### config.mk
export PLATFORM = sky130hd
export DESIGN_NAME = instr_encoder_flat
export DESIGN_NICKNAME = d
export VERILOG_FILES = /design/src/rtl/instr_encoder_if.sv /design/src/rtl/instr_encoder.sv /design/src/flat_wrapper.sv
export SDC_FILE = /design/constraint.sdc
export NUM_CORES = 1
export LEC_CHECK = 0
export BUFFER_PORTS_ARGS = -buffer_cell sky130_fd_sc_hd__buf_2
export CAP_MARGIN = 10
export CORE_ASPECT_RATIO = 0.6
export CORE_MARGIN = 5
export CORE_UTILIZATION = 57
export CTS_CLUSTER_SIZE = 30
export DETAILED_ROUTE_END_ITERATION = 10
export PLACE_DENSITY = 0.8
export SLEW_MARGIN = 0
export SYNTH_ARGS = -nofsm -noshare
export SYNTH_HDL_FRONTEND = slang
export SYNTH_SLANG_ARGS = --single-unit
### constraint.sdc
create_clock -name clk -period 4.5 [get_ports clk]
set_clock_uncertainty 0.15 [all_clocks]
set_input_delay 0.9 -clock clk [delete_from_list [all_inputs] [get_ports clk]]
set_output_delay 0.9 -clock clk [all_outputs]
set_load 0.03 [all_outputs]
### src/rtl/instr_encoder_if.sv
// Request/response bundle for instr_encoder: symbolic request side, encoded-word FIFO side,
// and reject status. The master drives requests; the slave is the encoder.
interface instr_encoder_if #(
  parameter int unsigned ADDR_W = 16
);
  logic              req_valid;
  logic              req_ready;
  logic [2:0]        req_class;
  logic [3:0]        req_alu_op;
  logic [4:0]        req_rd;
  logic [4:0]        req_rs1;
  logic [4:0]        req_rs2;
  logic [31:0]       req_imm;
  logic              addr_load;
  logic [ADDR_W-1:0] addr_in;
  logic              out_valid;
  logic              out_ready;
  logic [31:0]       out_instr;
  logic [ADDR_W-1:0] out_addr;
  logic              err;
  logic [7:0]        err_count;

  modport master (
    output req_valid, req_class, req_alu_op, req_rd, req_rs1, req_rs2, req_imm,
           addr_load, addr_in, out_ready,
    input  req_ready, out_valid, out_instr, out_addr, err, err_count
  );

  modport slave (
    input  req_valid, req_class, req_alu_op, req_rd, req_rs1, req_rs2, req_imm,
           addr_load, addr_in, out_ready,
    output req_ready, out_valid, out_instr, out_addr, err, err_count
  );
endinterface

### src/rtl/instr_encoder.sv
// Packs symbolic requests into RV32I words, tags them with an auto-incrementing byte address
// and queues them in a DEPTH-entry FIFO. Optional immediate range checks: ENC_RANGE_CHECK_EN.
module instr_encoder #(
  parameter int unsigned DEPTH      = 4,
  parameter int unsigned ADDR_W     = 16,
  parameter int unsigned RESET_ADDR = 0
) (
  input logic             clk,
  input logic             rst,
  instr_encoder_if.slave  bus
);
  localparam int unsigned PTR_W = $clog2(DEPTH);
  localparam int unsigned CNT_W = PTR_W + 1;

  // cpu_defs ALU_op codes
  localparam logic [3:0] ALU_ADD = 4'd0;
  localparam logic [3:0] ALU_SUB = 4'd1;
  localparam logic [3:0] ALU_XOR = 4'd2;
  localparam logic [3:0] ALU_OR  = 4'd3;
  localparam logic [3:0] ALU_AND = 4'd4;
  localparam logic [3:0] ALU_SLL = 4'd5;
  localparam logic [3:0] ALU_SRL = 4'd6;
  localparam logic [3:0] ALU_SRA = 4'd7;
  localparam logic [3:0] ALU_BEQ = 4'd8;
  localparam logic [3:0] ALU_BNE = 4'd9;
  localparam logic [3:0] ALU_BLT = 4'd10;
  localparam logic [3:0] ALU_BGE = 4'd11;

  localparam logic [2:0] CLS_R      = 3'd0;
  localparam logic [2:0] CLS_I      = 3'd1;
  localparam logic [2:0] CLS_LOAD   = 3'd2;
  localparam logic [2:0] CLS_STORE  = 3'd3;
  localparam logic [2:0] CLS_BRANCH = 3'd4;
  localparam logic [2:0] CLS_JAL    = 3'd5;
  localparam logic [2:0] CLS_JALR   = 3'd6;

  localparam logic [6:0] OPC_OP     = 7'b0110011;
  localparam logic [6:0] OPC_OPIMM  = 7'b0010011;
  localparam logic [6:0] OPC_LOAD   = 7'b0000011;
  localparam logic [6:0] OPC_STORE  = 7'b0100011;
  localparam logic [6:0] OPC_BRANCH = 7'b1100011;
  localparam logic [6:0] OPC_JAL    = 7'b1101111;
  localparam logic [6:0] OPC_JALR   = 7'b1100111;

  logic [31:0] imm;
  logic [3:0]  op;
  logic [4:0]  rd, rs1, rs2;
  assign imm = bus.req_imm;
  assign op  = bus.req_alu_op;
  assign rd  = bus.req_rd;
  assign rs1 = bus.req_rs1;
  assign rs2 = bus.req_rs2;

  logic [2:0]  f3;
  logic [6:0]  f7;
  logic        r_op, br_op, is_shift;
  logic        fit12, fit13, fit21, shamt_ok;
  logic        op_ok, fit, legal;
  logic [31:0] enc_word;

  always_comb begin
    f3 = 3'b000;
    case (op)
      ALU_SLL, ALU_BNE:          f3 = 3'b001;
      ALU_XOR, ALU_BLT:          f3 = 3'b100;
      ALU_SRL, ALU_SRA, ALU_BGE: f3 = 3'b101;
      ALU_OR:                    f3 = 3'b110;
      ALU_AND:                   f3 = 3'b111;
      default:                   f3 = 3'b000;
    endcase
  end

  assign f7       = (op == ALU_SUB || op == ALU_SRA) ? 7'b0100000 : 7'b0000000;
  assign r_op     = (op <= ALU_SRA);
  assign br_op    = (op >= ALU_BEQ) && (op <= ALU_BGE);
  assign is_shift = (op == ALU_SLL) || (op == ALU_SRL) || (op == ALU_SRA);

  // Signed fit: every bit above the field's sign bit must equal the sign bit.
  assign fit12    = (&imm[31:11]) | ~(|imm[31:11]);
  assign fit13    = ((&imm[31:12]) | ~(|imm[31:12])) & ~imm[0];
  assign fit21    = ((&imm[31:20]) | ~(|imm[31:20])) & ~imm[0];
  assign shamt_ok = ~(|imm[31:5]);

  always_comb begin
    enc_word = '0;
    op_ok    = 1'b0;
    fit      = 1'b1;
    case (bus.req_class)
      CLS_R: begin
        op_ok    = r_op;
        enc_word = {f7, rs2, rs1, f3, rd, OPC_OP};
      end
      CLS_I: begin
        op_ok = r_op && (op != ALU_SUB);
        if (is_shift) begin
          fit      = shamt_ok;
          enc_word = {f7, imm[4:0], rs1, f3, rd, OPC_OPIMM};
        end else begin
          fit      = fit12;
          enc_word = {imm[11:0], rs1, f3, rd, OPC_OPIMM};
        end
      end
      CLS_LOAD: begin
        op_ok    = 1'b1;
        fit      = fit12;
        enc_word = {imm[11:0], rs1, 3'b010, rd, OPC_LOAD};
      end
      CLS_STORE: begin
        op_ok    = 1'b1;
        fit      = fit12;
        enc_word = {imm[11:5], rs2, rs1, 3'b010, imm[4:0], OPC_STORE};
      end
      CLS_BRANCH: begin
        op_ok    = br_op;
        fit      = fit13;
        enc_word = {imm[12], imm[10:5], rs2, rs1, f3, imm[4:1], imm[11], OPC_BRANCH};
      end
      CLS_JAL: begin
        op_ok    = 1'b1;
        fit      = fit21;
        enc_word = {imm[20], imm[10:1], imm[11], imm[19:12], rd, OPC_JAL};
      end
      CLS_JALR: begin
        op_ok    = 1'b1;
        fit      = fit12;
        enc_word = {imm[11:0], rs1, 3'b000, rd, OPC_JALR};
      end
      default: begin
        op_ok    = 1'b1;
        enc_word = 32'h0000_0013;
      end
    endcase
  end

`ifdef ENC_RANGE_CHECK_EN
  assign legal = op_ok & fit;
`else
  logic unused_fit;
  assign legal      = op_ok;
  assign unused_fit = fit;
`endif

  logic [31:0]       mem_q   [DEPTH];
  logic [31:0]       mem_d   [DEPTH];
  logic [ADDR_W-1:0] maddr_q [DEPTH];
  logic [ADDR_W-1:0] maddr_d [DEPTH];
  logic [PTR_W-1:0]  wr_ptr_q, wr_ptr_d, rd_ptr_q, rd_ptr_d;
  logic [CNT_W-1:0]  count_q, count_d;
  logic [ADDR_W-1:0] next_addr_q, next_addr_d, base_addr;
  logic              err_q, err_d;
  logic [7:0]        err_count_q, err_count_d;
  logic              full, empty, ready, accept, push, reject, pop;

  assign full      = (count_q == CNT_W'(DEPTH));
  assign empty     = (count_q == '0);
  assign ready     = !full && !rst;
  assign accept    = bus.req_valid && ready;
  assign push      = accept && legal;
  assign reject    = accept && !legal;
  assign pop       = !empty && bus.out_ready;
  assign base_addr = bus.addr_load ? bus.addr_in : next_addr_q;

  always_comb begin
    mem_d       = mem_q;
    maddr_d     = maddr_q;
    wr_ptr_d    = wr_ptr_q;
    rd_ptr_d    = rd_ptr_q;
    count_d     = count_q;
    next_addr_d = base_addr;
    err_d       = reject;
    err_count_d = err_count_q;
    if (push) begin
      mem_d[wr_ptr_q]   = enc_word;
      maddr_d[wr_ptr_q] = base_addr;
      wr_ptr_d          = wr_ptr_q + PTR_W'(1);
      next_addr_d       = base_addr + ADDR_W'(4);
    end
    if (pop) rd_ptr_d = rd_ptr_q + PTR_W'(1);
    if (push && !pop)      count_d = count_q + CNT_W'(1);
    else if (!push && pop) count_d = count_q - CNT_W'(1);
    if (reject && (err_count_q != 8'hFF)) err_count_d = err_count_q + 8'd1;
  end

  always_ff @(posedge clk) begin
    if (rst) begin
      wr_ptr_q    <= '0;
      rd_ptr_q    <= '0;
      count_q     <= '0;
      next_addr_q <= ADDR_W'(RESET_ADDR);
      err_q       <= 1'b0;
      err_count_q <= '0;
    end else begin
      wr_ptr_q    <= wr_ptr_d;
      rd_ptr_q    <= rd_ptr_d;
      count_q     <= count_d;
      next_addr_q <= next_addr_d;
      err_q       <= err_d;
      err_count_q <= err_count_d;
    end
  end

  // Storage needs no reset: the head is masked while the FIFO is empty.
  always_ff @(posedge clk) begin
    mem_q   <= mem_d;
    maddr_q <= maddr_d;
  end

  assign bus.req_ready = ready;
  assign bus.out_valid = !empty;
  assign bus.out_instr = empty ? '0 : mem_q[rd_ptr_q];
  assign bus.out_addr  = empty ? '0 : maddr_q[rd_ptr_q];
  assign bus.err       = err_q;
  assign bus.err_count = err_count_q;
endmodule

### src/flat_wrapper.sv
// flat-port wrapper written by rule: the top's interface ports become plain ports
module instr_encoder_flat 
#(
  parameter int unsigned DEPTH      = 4,
  parameter int unsigned ADDR_W     = 16,
  parameter int unsigned RESET_ADDR = 0
)
  (clk, rst, bus_req_valid, bus_req_class, bus_req_alu_op, bus_req_rd, bus_req_rs1, bus_req_rs2, bus_req_imm, bus_addr_load, bus_addr_in, bus_out_ready, bus_req_ready, bus_out_valid, bus_out_instr, bus_out_addr, bus_err, bus_err_count);
  instr_encoder_if #(.ADDR_W(ADDR_W)) bus_i ();
  input logic clk;
  input logic rst;
  input wire logic [$bits(bus_i.req_valid)-1:0] bus_req_valid;
  input wire logic [$bits(bus_i.req_class)-1:0] bus_req_class;
  input wire logic [$bits(bus_i.req_alu_op)-1:0] bus_req_alu_op;
  input wire logic [$bits(bus_i.req_rd)-1:0] bus_req_rd;
  input wire logic [$bits(bus_i.req_rs1)-1:0] bus_req_rs1;
  input wire logic [$bits(bus_i.req_rs2)-1:0] bus_req_rs2;
  input wire logic [$bits(bus_i.req_imm)-1:0] bus_req_imm;
  input wire logic [$bits(bus_i.addr_load)-1:0] bus_addr_load;
  input wire logic [$bits(bus_i.addr_in)-1:0] bus_addr_in;
  input wire logic [$bits(bus_i.out_ready)-1:0] bus_out_ready;
  output wire logic [$bits(bus_i.req_ready)-1:0] bus_req_ready;
  output wire logic [$bits(bus_i.out_valid)-1:0] bus_out_valid;
  output wire logic [$bits(bus_i.out_instr)-1:0] bus_out_instr;
  output wire logic [$bits(bus_i.out_addr)-1:0] bus_out_addr;
  output wire logic [$bits(bus_i.err)-1:0] bus_err;
  output wire logic [$bits(bus_i.err_count)-1:0] bus_err_count;
  assign bus_i.req_valid = bus_req_valid;
  assign bus_i.req_class = bus_req_class;
  assign bus_i.req_alu_op = bus_req_alu_op;
  assign bus_i.req_rd = bus_req_rd;
  assign bus_i.req_rs1 = bus_req_rs1;
  assign bus_i.req_rs2 = bus_req_rs2;
  assign bus_i.req_imm = bus_req_imm;
  assign bus_i.addr_load = bus_addr_load;
  assign bus_i.addr_in = bus_addr_in;
  assign bus_i.out_ready = bus_out_ready;
  assign bus_req_ready = bus_i.req_ready;
  assign bus_out_valid = bus_i.out_valid;
  assign bus_out_instr = bus_i.out_instr;
  assign bus_out_addr = bus_i.out_addr;
  assign bus_err = bus_i.err;
  assign bus_err_count = bus_i.err_count;
  instr_encoder #(.DEPTH(DEPTH), .ADDR_W(ADDR_W), .RESET_ADDR(RESET_ADDR)) u_core (.clk(clk), .rst(rst), .bus(bus_i));
endmodule
==> out/summary.md <==
## Outcome
* **result of the run** complete, no violations

## Clocking
* **Setup Fix Bufs, Post-CTS** 0
* **CTS buffer count** 20
* **Hold Buf Count CTS** 0
* **CTS root buffer** clkbuf_16
* **clock tree from TritonCTS** built
* **clock slew at reported path FFs** 0.06 ns
* **clk sink count** 216
* **number of levels the H-tree was split into** 1
* **number of gates resized after cts** 0
* **clock network latency to the later pin of the worst-skew pair** 0.49 ns
* **buffer depth of the longest clock path** 3

## Global route
* **GR Util All Layers** 21.3%
* **GR Util met3** 4.02%
* **vias in the first global route** 5869
* **met1 global-route usage** 30.5%
* **number of antenna violations at the first check in global routing** 0
* **Top Usage Layer GRT** met2
* **maximum number of pins on one net before global-route repair** 47
* **met2 Resource Use GR** 34.9%
* **global-route wire length before repair** 31700 um
* **Remaining Overflow, GRT** 0

## Power
* **Internal Dissipation** 3.87 mW
* **VDD IR-drop max** 0.456 mV
* **net load switching power** 1.97 mW
* **leakage power** 3.90 nW
* **proportion of power drawn by combinational gates** 32.3%
* **part of the power in registers** 40.8%
* **power per cell area** 539 mW/mm^2
* **switch share** 33.8%
* **share of total power in the clock network** 26.8%

## Yosys
* **number of flops mapped to enable cells by yosys** 184
* **most instantiated flip-flop cell in the synthesis netlist** edfxtp_1
* **simple-gate portion of the synthesized area** 10.6%
* **Seq/Total Area, Yosys** 65.6%
* **number of nets in the synthesized netlist** 681
* **area fraction in compound gates after synthesis** 4.26%
* **Post-Synth Adder-Cell Area** 1.14%
* **multiplexer area fraction after synthesis** 14.6%
* **main combinational cell family by area after synthesis** multiplexers
* **mean instance size in the synthesized netlist** 15.7 sq um
* **XOR/XNOR share of the synthesized area** 1.58%
* **number of flip-flops and latches in the synthesized netlist** 216
* **netlist area before placement** 0.00940 sq mm
* **number of warnings issued by yosys** 0
* **post-synthesis cell type count** 55
* **asr flop ratio synth** 0%
* **Synth Instances** 598

## Timing
* **Tmin final** 3.60 ns
* **Hold Violations, Final** 0
* **Setup Total Neg Slack** 0 ns
* **number of max-slew violations in the final report** 0
* **RSZ-0062 raised after global routing** false
* **period utilisation layout** 80.1%
* **worst-margin pin slew** 1.12 ns
* **headroom to the max-slew limit** 25.6%
* **Max Freq** 278 MHz
* **number of setup violations in the final report** 0

## Critical path
* **r2r startpoint** u_core.count_q[0]$_SDFFE_PP0P_
* **longest individual stage delay on the worst path** 0.89 ns
* **CP Cell Sequence** or3_1 > buf_4 > and2_1 > buf_2
* **depth of the worst register-to-register path** 8
* **worst flop-to-flop path endpoint** u_core.count_q[2]$_SDFFE_PP0P_
* **sort of element at the start of the critical path** register
* **Slowest-stage cell, CP** or3_1
* **largest driver fanout on the critical path** 30
* **r2r setup slk** 1.50 ns
* **data arrival time of the critical path** 2.55 ns
* **type of destination of the critical path** output port
* **start-to-end type of the worst setup path** reg2out
* **data required time at the worst endpoint** 3.45 ns

## Die
* **die span in y** 109 um
* **top-level port count** 134
* **std cell rows** 36
* **core area** 0.0162 sq mm
* **die width** 176 um
* **Initial Util** 58.0%
* **die area** 0.0192 sq mm

## Route
* **WL per Instance** 21.4 um
* **drt initial violations** 571
* **DRC violation count after routing** 0
* **via total after detailed routing** 5666
* **via density per instance** 6.03
* **Antenna Violating Nets Remaining** 0
* **first drt pass iteration count** 6
* **final routed wirelength across all metal layers** 20100 um

## Final layout
* **most common library cell in the layout ignoring fill and taps** edfxtp_1
* **fraction of layout instances using a drive strength above 1** 32.3%
* **layout overhead on the synthesized area** 15.2%
* **Antenna Diode Count** 0
* **area of all placed cells without fillers** 0.0108 sq mm
* **post-layout net count** 800
* **final-layout fill cell count** 1142
* **most frequent cells in the layout** 184 x edfxtp_1, 122 x buf_2, 48 x and2_1, 46 x mux4_2, 30 x dfxtp_1
* **non-filler cells, final** 939

## Place
* **dpl cells** 904
* **routability congestion estimate from global placement** 0.825
* **placement-stage cell area** 0.0102 sq mm
* **post-DP HPWL** 13100 um
* **number of buffers added on ports** 122

## Min path
* **worst hold path type** reg2reg
* **Min-Delay Path Depth** 1
* **startpoint of the worst hold path** u_core.bus.err_count[7]$_SDFFE_PP0P_
* **hold endpoint** u_core.bus.err_count[7]$_SDFFE_PP0P_

## Run
* **max_cap viols** 0

-- registers in the layout, summed over array words and instances, names as in the netlist --
name,count
u_core.bus.err,1
u_core.bus.err_count,8
u_core.count_q,3
u_core.maddr_q,64
u_core.mem_q,120
u_core.next_addr_q,16
u_core.rd_ptr_q,2
u_core.wr_ptr_q,2
-- power by group through the flow --
stage | clock (mW) | combinational, mW | sequential, mW
6_report | 1.57 | 1.89 | 2.38
3_5_place_dp | 0 | 1.90 | 2.43
2_1_floorplan | 0 | 1.42 | 2.35
3_3_place_gp | 0 | 1.87 | 2.42
4_1_cts | 1.60 | 1.91 | 2.39
5_1_grt | 1.68 | 2.01 | 2.40
-- critical path, delay by kind of cell, from the launching register on --
kind / cells / cell delay (ns)
buf+inv: 2 / 0.56
flops: 1 / 0.44
simple gates: 2 / 1.05
-- layout make-up --
| cell class | instances | area, sq um | area share, % |
|---|---|---|---|
| clock buffers | 31 | 583 | 5.38 |
| clock inverters | 4 | 18.8 | 0.173 |
| inverters | 9 | 33.8 | 0.312 |
| multi-input cells | 337 | 3040 | 28.0 |
| flip-flops and latches | 216 | 6170 | 56.9 |
| well taps | 209 | 262 | 2.41 |
| repair buffers | 133 | 731 | 6.74 |
-- synth_stat cells (2+ instances only) --
cell type	count	area (sq um)
and2_1	48	300
or3_1	3	18.8
buf_2	7	35.0
and4_1	2	17.5
ha_1	7	87.6
o21a_1	2	15.0
a21boi_0	2	15.0
buf_6	2	22.5
xor2_1	9	78.8
buf_1	5	18.8
mux2i_1	17	170
buf_4	3	22.5
nand4b_1	3	26.3
clkbuf_1	19	71.3
and3_1	12	75.1
inv_1	7	26.3
nand4_1	9	56.3
nor2b_1	8	50.1
nor2_1	26	97.6
nor3_1	4	20.0
nand3_1	9	45.0
mux4_2	46	1040
a21oi_1	23	115
xnor2_1	8	70.1
o21ai_0	17	85.1
edfxtp_1	184	5530
dfxtp_1	32	641
nand2_1	29	109
a221oi_1	9	78.8
mux2_2	15	169
nand2b_1	6	37.5
nand3b_1	2	15.0
-- stage by stage --
| stage | power (mW) | util (%) | setup WS, ns | hold WS (ns) |
|---|---|---|---|---|
| final | 5.84 | 66.8 | 0.897 | 0.354 |
| after global routing | 6.09 | 66.8 | 0.714 | 0.381 |
| after CTS | 5.90 | 66.8 | 0.839 | 0.347 |
| after detailed placement | 4.33 | 63.1 | 0.980 | 0.333 |
| after global placement | 4.29 | 63.1 | 1.09 | 0.317 |
| after floorplan | 3.77 | - | 1.08 | 0.319 |
-- worst max path at each step --
stage,startpoint,to,slack [ns],depth (start not counted)
after global routing,u_core.count_q[0]$_SDFFE_PP0P_,bus_out_addr[12],0.71,4
after global placement,rst,u_core.count_q[2]$_SDFFE_PP0P_,1.09,11
after floorplan,bus_req_alu_op[2],u_core.maddr_q[0]$_DFFE_PP_,1.08,5
after CTS,u_core.count_q[0]$_SDFFE_PP0P_,bus_out_addr[6],0.84,4
after detailed placement,rst,u_core.count_q[2]$_SDFFE_PP0P_,0.98,11
final,u_core.count_q[0]$_SDFFE_PP0P_,bus_out_addr[6],0.90,4
-- cell families after synthesis --
| kind of cell | Yosys count |
|---|---|
| AO/OA/AOI/OAI | 61 |
| XOR/XNOR | 17 |
| adder cells (fa/ha/maj) | 8 |
| buffers and inverters | 45 |
| flip-flops | 216 |
| multiplexers | 78 |
| AND/OR/NAND/NOR | 173 |
-- metal layers --
layer | part of all wire [%] | routed length [um] | vias up
met5 | 0 | 0 | -
met4 | 1.8 | 358 | 0
met3 | 7.3 | 1480 | 34
met2 | 47 | 9540 | 237
met1 | 43 | 8760 | 2847
li1 | - | - | 2548
Note: power is estimated with default switching activity, not from simulation.
